===== config.mk =====
export PLATFORM = sky130hd
export DESIGN_NAME = retime_pipe
export DESIGN_NICKNAME = d
export VERILOG_FILES = /design/src/rtl/retime_pipe.sv
export SDC_FILE = /design/constraint.sdc
export NUM_CORES = 1
export LEC_CHECK = 0
export CAP_MARGIN = 20
export CORE_MARGIN = 2
export CORE_UTILIZATION = 50
export CTS_CLUSTER_SIZE = 12
export DETAILED_ROUTE_END_ITERATION = 6
export PLACE_DENSITY_LB_ADDON = 0.08
export SYNTH_ARGS = -nofsm -noshare
export SYNTH_HDL_FRONTEND = slang
export SYNTH_SLANG_ARGS = --single-unit

===== constraint.sdc =====
create_clock -name clk -period 3.2 [get_ports clk]
set_input_delay 0.64 -clock clk [delete_from_list [all_inputs] [get_ports clk]]
set_output_delay 0.64 -clock clk [all_outputs]
set_load 0.1 [all_outputs]

===== src/rtl/retime_pipe.sv =====
// retime_pipe: depth-configurable valid/ready retiming pipeline.
//
// Chains STAGES two-entry skid stages. Every stage boundary carries a registered valid,
// registered data and a registered ready, so out_ready never reaches in_ready through
// combinational logic. Full throughput (one word per cycle) under arbitrary backpressure.
//
// Parameters:
//   WIDTH   payload width in bits
//   STAGES  number of retiming stages (>= 1)
//   CNT_W   occupancy width, derived from STAGES
//
// Ports:
//   clk        clock, rising edge
//   rst        synchronous reset, active-high
//   flush      synchronous drop of all buffered entries (rst has priority)
//   in_valid   upstream valid
//   in_ready   upstream ready (registered)
//   in_data    upstream payload
//   out_valid  downstream valid (registered)
//   out_ready  downstream ready
//   out_data   downstream payload (registered)
//   occupancy  number of words held, 0..2*STAGES
//   perf_stall_cnt  saturating count of out_valid && !out_ready cycles
//                   (only when RETIME_PIPE_PERF_EN is defined)
//
// Optional feature macro: RETIME_PIPE_PERF_EN

module retime_pipe #(
    parameter int unsigned WIDTH  = 128,
    parameter int unsigned STAGES = 2,
    localparam int unsigned CNT_W = $clog2(2 * STAGES + 1)
) (
    input  logic             clk,
    input  logic             rst,
    input  logic             flush,
    input  logic             in_valid,
    output logic             in_ready,
    input  logic [WIDTH-1:0] in_data,
    output logic             out_valid,
    input  logic             out_ready,
    output logic [WIDTH-1:0] out_data,
    output logic [CNT_W-1:0] occupancy
`ifdef RETIME_PIPE_PERF_EN
    ,
    output logic [31:0]      perf_stall_cnt
`endif
);

    if (STAGES < 1) begin : g_bad_stages
        $error("retime_pipe: STAGES must be >= 1");
    end

    // State encoding is {mv, sv}: bit 1 is the stage output valid, bit 0 the skid valid.
    // Stage ready is simply ~state_q[0], a flop output.
    typedef enum logic [1:0] {
        StEmpty = 2'b00,
        StBusy  = 2'b10,
        StFull  = 2'b11
    } stage_e;

    // Boundary s sits in front of stage s; boundary STAGES is the pipe output.
    logic [STAGES:0] link_valid;
    logic [STAGES:0] link_ready;
    logic [WIDTH-1:0] link_data [STAGES+1];

    assign link_valid[0]      = in_valid;
    assign link_data[0]       = in_data;
    assign link_ready[STAGES] = out_ready;

    assign in_ready  = link_ready[0];
    assign out_valid = link_valid[STAGES];
    assign out_data  = link_data[STAGES];

    for (genvar s = 0; s < STAGES; s++) begin : g_stage
        stage_e           state_q, state_d;
        logic [WIDTH-1:0] main_q, main_d;
        logic [WIDTH-1:0] skid_q, skid_d;
        logic             acc;
        logic             tk;

        assign acc = link_valid[s] && !state_q[0];
        assign tk  = state_q[1] && link_ready[s+1];

        always_comb begin
            state_d = state_q;
            main_d  = main_q;
            skid_d  = skid_q;
            unique case (state_q)
                StEmpty: begin
                    if (acc) begin
                        state_d = StBusy;
                        main_d  = link_data[s];
                    end
                end
                StBusy: begin
                    if (acc && tk) begin
                        main_d = link_data[s];
                    end else if (acc) begin
                        // Downstream stalled: park the new word, keep main presented.
                        state_d = StFull;
                        skid_d  = link_data[s];
                    end else if (tk) begin
                        state_d = StEmpty;
                    end
                end
                StFull: begin
                    if (tk) begin
                        state_d = StBusy;
                        main_d  = skid_q;
                    end
                end
                default: state_d = StEmpty;
            endcase
        end

        always_ff @(posedge clk) begin
            if (rst) begin
                state_q <= StEmpty;
                main_q  <= '0;
                skid_q  <= '0;
            end else if (flush) begin
                // Data registers keep their contents; only the valid bits drop.
                state_q <= StEmpty;
            end else begin
                state_q <= state_d;
                main_q  <= main_d;
                skid_q  <= skid_d;
            end
        end

        assign link_valid[s+1] = state_q[1];
        assign link_data[s+1]  = main_q;
        assign link_ready[s]   = !state_q[0];
    end

    // Internal stage-to-stage moves do not change the total; only the pipe ends do.
    logic             in_fire;
    logic             out_fire;
    logic [CNT_W-1:0] occ_q;

    assign in_fire  = in_valid && in_ready;
    assign out_fire = out_valid && out_ready;

    always_ff @(posedge clk) begin
        if (rst || flush) begin
            occ_q <= '0;
        end else if (in_fire && !out_fire) begin
            occ_q <= occ_q + CNT_W'(1);
        end else if (out_fire && !in_fire) begin
            occ_q <= occ_q - CNT_W'(1);
        end
    end

    assign occupancy = occ_q;

`ifdef RETIME_PIPE_PERF_EN
    logic [31:0] perf_q;

    always_ff @(posedge clk) begin
        if (rst || flush) begin
            perf_q <= '0;
        end else if (out_valid && !out_ready && (perf_q != 32'hFFFF_FFFF)) begin
            perf_q <= perf_q + 32'd1;
        end
    end

    assign perf_stall_cnt = perf_q;
`endif

endmodule

==> summary.md, run 1 <==
| Metric | Value |
|---|---|
| Skew final | `0.0128 ns` |
| Tcrit/Tclk final | `a little over 80%` |
| Combinational power share | `about a fifth` |
| Post-Synth Simple-Gate Area | `9.65%` |
| Multiplexer share of the synthesized area | `roughly an eighth` |
| Routed len/inst | `approximately 19 microns` |
| CP startpoint kind | `flip-flop` |
| First-pass DRT Iterations | `5` |
| Gpl congestion | `roughly 0.74` |
| Final Hold Fails | `0` |
| Seq pwr share | `between 40% and 50%` |
| Register-to-Register Setup Slack | `roughly 0.57 ns` |
| Layout cells sized above 1 | `15.1%` |
| Total grt overflow | `0` |
| Hold/Removal Path Class | `flip-flop to flip-flop` |
| EDFF count, synth | `0` |
| Cells along the critical path | `inv_1, ha_1, or2_2, a221oi_4, buf_12, a21oi_1, a211oi_1` |
| Critical Path RT | `3.69 ns` |
| Crit end category | `flip-flop` |
| XOR/XNOR share of the synthesized area | `less than 1%` |
| Clock power share | `between 30% and 40%` |
| Avg Synthesized Cell Area | `between 9 and 10 sq um` |
| # resized after CTS | `0` |
| Max-capacitance violation count | `0` |
| Worst setup endpoint | `g_stage[0].main_q[111]` |
| Ports | `around 270` |
| Adder-cell share of the synthesized area | `less than 1%` |
| WP depth | `7` |
| Worst-Skew Late Latency | `about 0.60 ns` |
| First-pass GRT wire length | `92.0 mm` |
| Worst slew pin tran | `around 1.0 ns` |
| R2r worst-path depth | `7` |
| Unrepaired setup endpoints after global routing | `false` |
| Drt first-iter violations | `about 1300` |
| Buf+Inv Stages, Crit Path | `2` |
| Die width | `212 microns` |
| FF-to-FF End | `g_stage[0].main_q[111]` |
| Clock buffer depth | `3` |
| CTS root buf | `clkbuf_16` |
| Number of post-CTS setup repair buffers | `0` |
| CP max-delay cell | `buf_12` |
| Synth Flop Type | `dfxtp_1` |
| P_sw | `about 5.3 mW` |
| CP startpoint | `g_stage[0].state_q[1]` |
| Total GRT Usage | `25.6%` |
| Leak | `roughly 8 nW` |
| Antenna-violating nets left | `0` |
| WP data arrival | `about 3.1 ns` |
| Post-Route WL | `just under 60 mm` |
| Initial antenna violation count | `4` |
| Async SR Flop Fraction | `0%` |
| Syn Inst Count | `around 2400` |
| Area delta synth->final | `20.1%` |
| CTS Hold Bufs | `0` |
| TritonCTS clock tree | `built` |
| Setup TNS | `0 ns` |
| Dominant cell type by area after synthesis | `dfxtp_1` |
| Vias in the first global route | `between 15000 and 20000` |
| DRC errors left | `0` |
| Rows | `76` |
| Post-synth top area share | `around 48%` |
| Fin util | `roughly three fifths` |
| Count of different cell masters after synthesis | `36` |
| CTS buffer count | `54` |
| Crit-path leading delay family | `compound AO/OA/AOI/OAI gates` |
| Reg clk slew, reported paths | `around 0.060 ns` |
| Crit-path max cell delay | `between 0.5 and 0.6 ns` |
| Vias post-DR | `17574` |
| Total Power | `16.8 mW` |
| Synth Register Bits | `519` |
| Internal cell power | `approximately 12 mW` |
| DP Wirelength | `between 30 and 40 mm` |
| CTS H-tree depth | `2` |
| Pwr Density | `648 nW/um^2` |
| Max Freq | `between 0.3 and 0.4 GHz` |
| RR Startpoint | `g_stage[0].state_q[1]` |
| Post-synthesis cell area | `between 20000 and 25000 sq um` |
| Die Height | `212 microns` |
| CTS Sinks | `slightly above 500` |
| Largest family of logic cells by synthesized area | `compound AO/OA/AOI/OAI gates` |
| Vias per cell | `about 5.7` |
| Syn Nets | `between 2000 and 2500` |
| Core Area | `approximately 43000 sq um` |
| Post-synth top cells | `dfxtp_1 (519), nand2_1 (517), a21oi_1 (515)` |
| Maximum VDD drop | `slightly above 400 uV` |
| Largest net degree at the start of global routing | `130` |
| Status | `finished clean` |
| Crit Path Category | `flip-flop to flip-flop` |
| Top cells by area, synth | `dfxtp_1 (48%), mux2i_1 (12%), a21oi_1 (12%), nand2_1 (9.0%), a211oi_2 (7.0%)` |
| Net Sw Frac | `between 30% and 40%` |
| Synthesis Warnings | `0` |
| Initial Util | `about 50%` |
| Layout Nets | `around 2600` |
| Most common cell in the synthesized netlist | `dfxtp_1` |
| Placed cell areas | `roughly 24000 sq um` |
| Final setup fails | `0` |
| Die area | `roughly 45000 sq um` |
| IO Port Bufs | `265` |
| Crit path time final | `around 2.6 ns` |
| Compound-Gate Fraction of Synth Area | `around a quarter` |
| Worst-path fanout max | `128` |
| Sequential area share after synthesis | `between 40% and 50%` |
| Pins Over Slew Limit | `0` |
| Slew headroom | `30.7%` |
| Final hold slack | `about 0.45 ns` |
| Fin area | `roughly 26000 sq um` |
## state kept, by name (all words and copies together), names as in the netlist
name,cells
g_stage.skid_q,256
occupancy,3
g_stage.state_q,4
out_data,128
g_stage.main_q,128
## metal layers
metal	share of wire [%]	GRT usage (%)	vias up
met1	45	34.6	8507
met2	46	41.8	463
met5	0.028	0	-
met4	2.7	7.92	2
li1	-	-	8508
met3	5.4	4.27	94
## stage by stage
stage	std cells	worst slack, ns
6_report	3101	0.569
5_1_grt	3100	0.454
4_1_cts	3098	0.619
3_5_place_dp	3002	0.359
3_3_place_gp	3002	0.407
2_1_floorplan	2350	0.666
## cell usage in the layout (no fill, tap or decap), types with 6 or more instances in the layout
cell / Yosys / layout
a211oi_2: 120 / 120
ha_1: 9 / 7
nor2_1: 7 / 7
a21oi_1: 515 / 515
dfxtp_1: 519 / 519
clkdlybuf4s50_1: 0 / 131
buf_12: 0 / 24
inv_1: 6 / 6
nand2_1: 517 / 517
clkbuf_8: 0 / 16
clkbuf_1: 89 / 17
clkbuf_16: 0 / 57
a211oi_1: 136 / 136
buf_4: 13 / 141
mux2i_1: 259 / 259
## worst min path at each step
stage	start	to	slack [ns]	cells after the start
3_5_place_dp	g_stage[0].skid_q[14]	g_stage[0].skid_q[14]	0.45	2
2_1_floorplan	g_stage[0].skid_q[0]	g_stage[0].skid_q[0]	0.44	2
5_1_grt	g_stage[0].skid_q[112]	g_stage[0].skid_q[112]	0.47	2
6_report	g_stage[0].skid_q[30]	g_stage[0].skid_q[30]	0.45	2
3_3_place_gp	g_stage[0].skid_q[15]	g_stage[0].skid_q[15]	0.44	2
4_1_cts	g_stage[0].skid_q[14]	g_stage[0].skid_q[14]	0.45	2
## final cells by class
class / count / area (sq um)
tap: 585 / 732
multi-input combinational: 1595 / 10100
sequential: 519 / 10400
timing repair buffer: 297 / 2870
fill: 3671 / 17000
clock inverter: 6 / 80.1
antenna: 3 / 7.51
inverter: 6 / 22.5
clock buffer: 90 / 1710
## cells by family (layout without fill, tap and decap cells)
| kind of cell | Yosys count | in the layout |
|---|---|---|
| other | 0 | 3 |
| multiplexers | 259 | 259 |
| flip-flops | 519 | 519 |
| AND/OR/NAND/NOR | 542 | 542 |
| AO/OA/AOI/OAI | 780 | 780 |
| buffers and inverters | 236 | 399 |
| XOR/XNOR | 4 | 4 |
| adder cells (fa/ha/maj) | 10 | 10 |
## power by group through the flow
stage | logic, mW | clock network [mW] | registers [mW]
after detailed placement | 3.42 | 0 | 7.24
after CTS | 3.43 | 6.43 | 7.10
after global routing | 3.60 | 6.67 | 7.14
final | 3.42 | 6.30 | 7.10
after global placement | 3.39 | 0 | 7.23
after floorplan | 1.29 | 0 | 8.45
## worst reg2reg max path: stages, from the launching register on
cell      delay [ns]
dfxtp_1         0.50
inv_1           0.11
ha_1            0.21
or2_2           0.32
a221oi_4        0.25
buf_12          0.51
a21oi_1         0.35
a211oi_1        0.27
Note: power is estimated with default switching activity, not from simulation.
==> run 2, diff against run 1 <==
Clock period 3.2 ns to 2.7 ns, I/O delays scaled along.
==> run 2 against run 1 <==
  * Clock-buffer cell count fell by 13
  * First-iteration DRC count shrank 15%
  * Final cell count hardly changed
  * Clock power increased by 5.7%
  * Critical endpoint is now g_stage[0].main_q[114]
  * Register-to-register slack lost 0.28 ns
  * Via count is 0.52% lower
  * Routed wire length fell by 0.99%
  * Global-route usage is 0.15 points lower
  * Combinational power is 19% higher
  * Total power increased by 14%
  * Utilization decreased by 0.073 points
  * Non-clock buffer count increased by 18
==> summary.md, run 2 (synthesis gave the netlist of run 1 again) <==
| Metric | Value |
|---|---|
| Core Area | `~43000 sq um` |
| Layout cells sized above 1 | `~15%` |
| CTS Hold Bufs | `0` |
| Maximum VDD drop | `460 uV` |
| Die area | `approximately 45000 sq um` |
| Clock buffer depth | `3` |
| Pins Over Slew Limit | `0` |
| Slew headroom | `a little over half` |
| CTS root buf | `clkbuf_16` |
| DRC errors left | `0` |
| Max reg flops | `256` |
| WP data arrival | `2.90 ns` |
| Unrepaired setup endpoints after global routing | `false` |
| Area delta synth->final | `19.9%` |
| Initial antenna violation count | `2` |
| First-pass GRT wire length | `91.5 mm` |
| Final setup fails | `0` |
| Worst Setup Slack, final | `about 0.29 ns` |
| CTS Sinks | `~520` |
| Tcrit/Tclk final | `around nine tenths` |
| DP Wirelength | `between 30 and 40 mm` |
| P_sw | `approximately 6.1 mW` |
| Most frequent cells in the layout | `dfxtp_1 (519), nand2_1 (517), a21oi_1 (515)` |
| Worst-Skew Late Latency | `approximately 0.58 ns` |
| Status | `finished clean` |
| Metal2 WL | `roughly 27 mm` |
| Register-to-Register Setup Slack | `between 0.2 and 0.3 ns` |
| Internal cell power | `about 13 mW` |
| Setup WS pre-CTS | `0.0933 ns` |
| Antenna-violating nets left | `0` |
| Total GRT Usage | `about a quarter` |
| Most common cell after layout, fill and taps aside | `dfxtp_1` |
| Net Sw Frac | `a little under a third` |
| Die width | `212 microns` |
| Leak | `8.20 nW` |
| Placed Cells | `between 3000 and 4000` |
| Crit-path max cell delay | `about 0.50 ns` |
| CP max-delay cell | `dfxtp_1` |
| Skew final | `roughly 0.0090 ns` |
| Fin cells | `3103` |
| Top reg by flops | `g_stage.skid_q` |
| Largest net degree at the start of global routing | `99` |
| Setup TNS | `0 ns` |
| Highest metal used | `met4` |
| Hold/Removal Path Class | `input pin to flip-flop` |
| Critical Path RT | `roughly 3.2 ns` |
| CTS buffer count | `53` |
| Post-Route WL | `roughly 58 mm` |
| CP startpoint kind | `flip-flop` |
| Crit Path Category | `flip-flop to flip-flop` |
| Crit end category | `flip-flop` |
| WL met1 | `26.2 mm` |
| Rows | `between 70 and 80` |
| Pwr Density | `740 nW/um^2` |
| Max Freq | `approximately 0.41 GHz` |
| Layout Nets | `2633` |
| Met3 wire len | `approximately 3.1 mm` |
| Initial Util | `between 50% and 60%` |
| Cells along the critical path | `inv_1, ha_1, or2_2, a221oi_4, buf_12, a21oi_1, a211oi_1` |
| First-pass DRT Iterations | `5` |
| Vias post-DR | `around 17000` |
| Crit path time final | `2.41 ns` |
| Fin area | `approximately 26000 sq um` |
| Routed len/inst | `18.6 microns` |
| Worst slew pin tran | `approximately 0.7 ns` |
| Final Hold Fails | `0` |
| Ports | `266` |
| # resized after CTS | `0` |
| Reg clk slew, reported paths | `around 0.060 ns` |
| Placed cell areas | `roughly 24000 sq um` |
| Seq pwr share | `between 40 and 50%` |
| Gpl congestion | `0.775` |
| Clock power share | `a little over a third` |
| Max-capacitance violation count | `0` |
| Combinational power share | `approximately a fifth` |
| Worst-path fanout max | `between 80 and 90` |
| Vias in the first global route | `approximately 17000` |
| Number of post-CTS setup repair buffers | `0` |
| IO Port Bufs | `between 200 and 300` |
| Drt first-iter violations | `1080` |
| CTS H-tree depth | `2` |
| Vias per cell | `5.63` |
| Die Height | `212 microns` |
| Total grt overflow | `0` |
| TritonCTS clock tree | `built` |
[run 2: cell types whose count changed in the layout (fill, tap and decap cells not counted), sizes merged]
| cell | before | now |
|---|---|---|
| clkbuf | 90 | 77 |
| bufinv | 2 | 0 |
| diode | 3 | 2 |
| buf | 166 | 184 |
[run 2: stage by stage]
step | hold WS (ns) | power, mW | utilization [%]
after floorplan | 0.436 | 11.5 | -
after global placement | 0.441 | 12.6 | 56.8
after detailed placement | 0.446 | 12.7 | 56.8
after CTS | 0.448 | 19.3 | 60.4
after global routing | 0.467 | 19.8 | 60.4
final | 0.437 | 19.2 | 60.4
[run 2: routing by layer]
| layer | up-vias | global-route usage, % |
|---|---|---|
| li1 | 8538 | - |
| met4 | 0 | 9.20 |
| met1 | 8404 | 33.8 |
| met3 | 89 | 4.09 |
| met5 | - | 0 |
| met2 | 452 | 41.8 |
[run 2: worst max-delay path: cells and delay by family (launching register included)]
kind | cells | cell delay (ns)
compound gates | 3 | 0.67
fa+ha+maj | 1 | 0.21
buf+inv | 2 | 0.47
flops | 1 | 0.50
simple gates | 1 | 0.32
[run 2: power groups by stage]
| stage | Sequential, mW | Combinational, mW | Clock (mW) |
|---|---|---|---|
| after floorplan | 10.0 | 1.53 | 0 |
| after global placement | 8.58 | 4.03 | 0 |
| after detailed placement | 8.58 | 4.08 | 0 |
| after CTS | 8.42 | 4.09 | 6.80 |
| after global routing | 8.47 | 4.30 | 7.07 |
| final | 8.43 | 4.07 | 6.66 |
[run 2: final timing paths]
kind | start | endpoint | depth (start not counted)
setup / recovery | g_stage[0].state_q[1] | g_stage[0].main_q[114] | 7
hold / removal | rst | g_stage[0].skid_q[55] | 2
setup reg to reg | g_stage[0].state_q[1] | g_stage[0].main_q[114] | 7
hold reg to reg | g_stage[1].skid_q[110] | g_stage[1].skid_q[110] | 2
[run 2: final cells by class]
class                   instances  area (sq um)
well taps                     585           732
repair buffers                315          3100
flip-flops and latches        519         10400
fillers                      3722         17000
multi-input cells            1595         10100
inverters                       6          22.5
clock inverters                 4          20.0
diodes                          2          5.00
clock buffers                  77          1510
==> run 3, diff against run 2 <==
Settings changed: CTS_BUF_LIST set to sky130_fd_sc_hd__clkbuf_16, PLACE_DENSITY set to 0.73, PLACE_DENSITY_LB_ADDON 0.08 to unset.
==> run 3 against run 2 <==
  * Routed wire length up 2.4%
  * Via count is 1.6% higher
  * Combinational power is 2% higher
  * Highest routed layer unchanged
  * Critical path type unchanged
  * Sequential power barely moved
  * Total power rose by 0.84%
  * Non-clock buffer count is 2 higher
  * Design area grew 0.46%
  * Critical endpoint is now g_stage[0].main_q[83]
  * Die area is the same
  * Utilization is 0.28 points higher
  * Clock power rose by 2%
==> summary.md, run 3 (synthesis gave the netlist of run 1 again) <==
| Metric | Value |
|---|---|
| Status | `finished clean` |
| Most common cell after layout, fill and taps aside | `dfxtp_1` |
| Maximum VDD drop | `585 uV` |
| Slew headroom | `a little over two fifths` |
| Area delta synth->final | `20.5%` |
| Reg clk slew, reported paths | `0.06 ns` |
| TritonCTS clock tree | `built` |
| Vias in the first global route | `17532` |
| R2r worst-path depth | `8` |
| Number of post-CTS setup repair buffers | `0` |
| Core Area | `roughly 43000 sq um` |
| Sequential cell area | `10400 sq um` |
| Tcrit/Tclk final | `roughly nine tenths` |
| Top reg by flops | `g_stage.skid_q` |
| CTS Sinks | `around 520` |
| Total grt overflow | `0` |
| Max reg flops | `roughly 260` |
| Worst-Skew Late Latency | `around 0.6 ns` |
| Total GRT Usage | `around a quarter` |
| Setup TNS | `0 ns` |
| Hold/Removal Path Class | `input pin to flip-flop` |
| Crit end category | `flip-flop` |
| Ports | `between 200 and 300` |
| Crit Path Category | `flip-flop to flip-flop` |
| Pins Over Slew Limit | `0` |
| Total Power | `just under 20 mW` |
| Worst-path fanout max | `35` |
| First-pass GRT wire length | `slightly above 90 mm` |
| Layout cells sized above 1 | `between 10% and 20%` |
| Highest metal used | `met4` |
| RR Startpoint | `g_stage[0].state_q[1]` |
| Area of the multi-input gates | `roughly 10000 sq um` |
| Drt first-iter violations | `roughly 1100` |
| FF-to-FF End | `g_stage[0].main_q[83]` |
| CTS H-tree depth | `2` |
| Register-to-Register Setup Slack | `0.30 ns` |
| Leak | `between 8 and 9 nW` |
| FILL cells | `~3600` |
| Die Height | `approximately 210 microns` |
| Min-Delay Endpoint | `g_stage[1].skid_q[74]` |
| Post-Route WL | `approximately 59 mm` |
| Fin cells | `about 3100` |
| Clock buffer depth | `3` |
| Max Freq | `0.417 GHz` |
| CTS Hold Bufs | `0` |
| Initial Util | `50.4%` |
| CTS buffer count | `53` |
| DP Wirelength | `approximately 34 mm` |
| First-pass DRT Iterations | `5` |
| Die width | `212 microns` |
| Final Hold Fails | `0` |
| WP data arrival | `2.89 ns` |
| Die area | `roughly 45000 sq um` |
| Met3 wire len | `roughly 3.7 mm` |
| DRC errors left | `0` |
| Pwr Density | `~740 nW/um^2` |
| Metal2 WL | `about 28 mm` |
| Initial antenna violation count | `5` |
| Max-capacitance violation count | `0` |
| Critical Path RT | `3.20 ns` |
| Most frequent cells in the layout | `dfxtp_1 (519), nand2_1 (517), a21oi_1 (515)` |
| Final setup fails | `0` |
| CP startpoint kind | `flip-flop` |
| Crit path time final | `around 2.4 ns` |
| Vias per cell | `~5.7` |
| Vias post-DR | `about 18000` |
| Hold wc startpoint | `rst` |
| Skew final | `approximately 0.015 ns` |
| Placed Cells | `3022` |
| Unrepaired setup endpoints after global routing | `false` |
| Worst slew pin tran | `between 0.8 and 0.9 ns` |
| WL met1 | `24.8 mm` |
| Layout Nets | `2635` |
| Antenna-violating nets left | `0` |
| IO Port Bufs | `around 270` |
| Rows | `76` |
| Routed len/inst | `18.9 microns` |
| WHS Path Cells | `2` |
| Largest net degree at the start of global routing | `approximately 110` |
| CTS root buf | `clkbuf_16` |
| # resized after CTS | `0` |
| Gpl congestion | `0.814` |
==> run 3: cell types whose count changed in the layout (fill, tap and decap cells not counted), sizes merged <==
cell | before | now
diode | 2 | 5
inv | 6 | 28
buf | 184 | 186
clkbuf | 77 | 55
clkinv | 4 | 10
clkinvlp | 0 | 1
bufinv | 0 | 2
==> run 3: worst max-delay path by stage <==
stage	end	startpoint
after floorplan	out_data[100]	g_stage[1].state_q[1]
after global placement	out_data[83]	out_ready
after detailed placement	out_data[77]	out_ready
after CTS	g_stage[0].main_q[15]	g_stage[0].state_q[1]
after global routing	g_stage[0].main_q[15]	g_stage[0].state_q[1]
final	g_stage[0].main_q[83]	g_stage[0].state_q[1]
==> run 3: cell type report <==
cell class | instances | share of cell area, %
multi-input cells | 1595 | 38.9
clock buffers | 55 | 5.29
diodes | 5 | 0.0481
flip-flops and latches | 519 | 39.9
well taps | 585 | 2.81
inverters | 6 | 0.0865
clock inverters | 35 | 0.755
repair buffers | 317 | 12.2
==> run 3: worst max-delay path, cell delays in order (launching register included) <==
cell      delay [ns]
dfxtp_1         0.51
inv_1           0.11
ha_1            0.22
or2_2           0.33
a221oi_4        0.29
buf_4           0.21
buf_12          0.21
a21oi_1         0.13
a211oi_1        0.26
==> run 3: report_power, final <==
part / internal (mW) / switching [mW] / leakage (nW) / total [mW]
logic: 1.18 / 2.96 / 3.26 / 4.14
registers: 8.10 / 0.323 / 4.22 / 8.42
clock network: 3.82 / 2.95 / 0.845 / 6.77
total: 13.1 / 6.23 / 8.32 / 19.3
==> run 3: metrics by stage <==
step	area [sq um]	utilization [%]	setup WS [ns]	hold slack, ns
2_1_floorplan	21600	-	0.166	0.436
3_3_place_gp	24400	57.0	0.114	0.441
3_5_place_dp	24400	57.0	0.0340	0.446
4_1_cts	26000	60.7	0.304	0.454
5_1_grt	26000	60.7	0.118	0.468
6_report	26000	60.7	0.302	0.451
==> run 3: per-layer routing <==
layer | up-vias | global-route usage [%]
li1 | 8551 | -
met1 | 8560 | 32.3
met2 | 547 | 43.9
met3 | 113 | 5.01
met4 | 0 | 10.8
met5 | - | 0
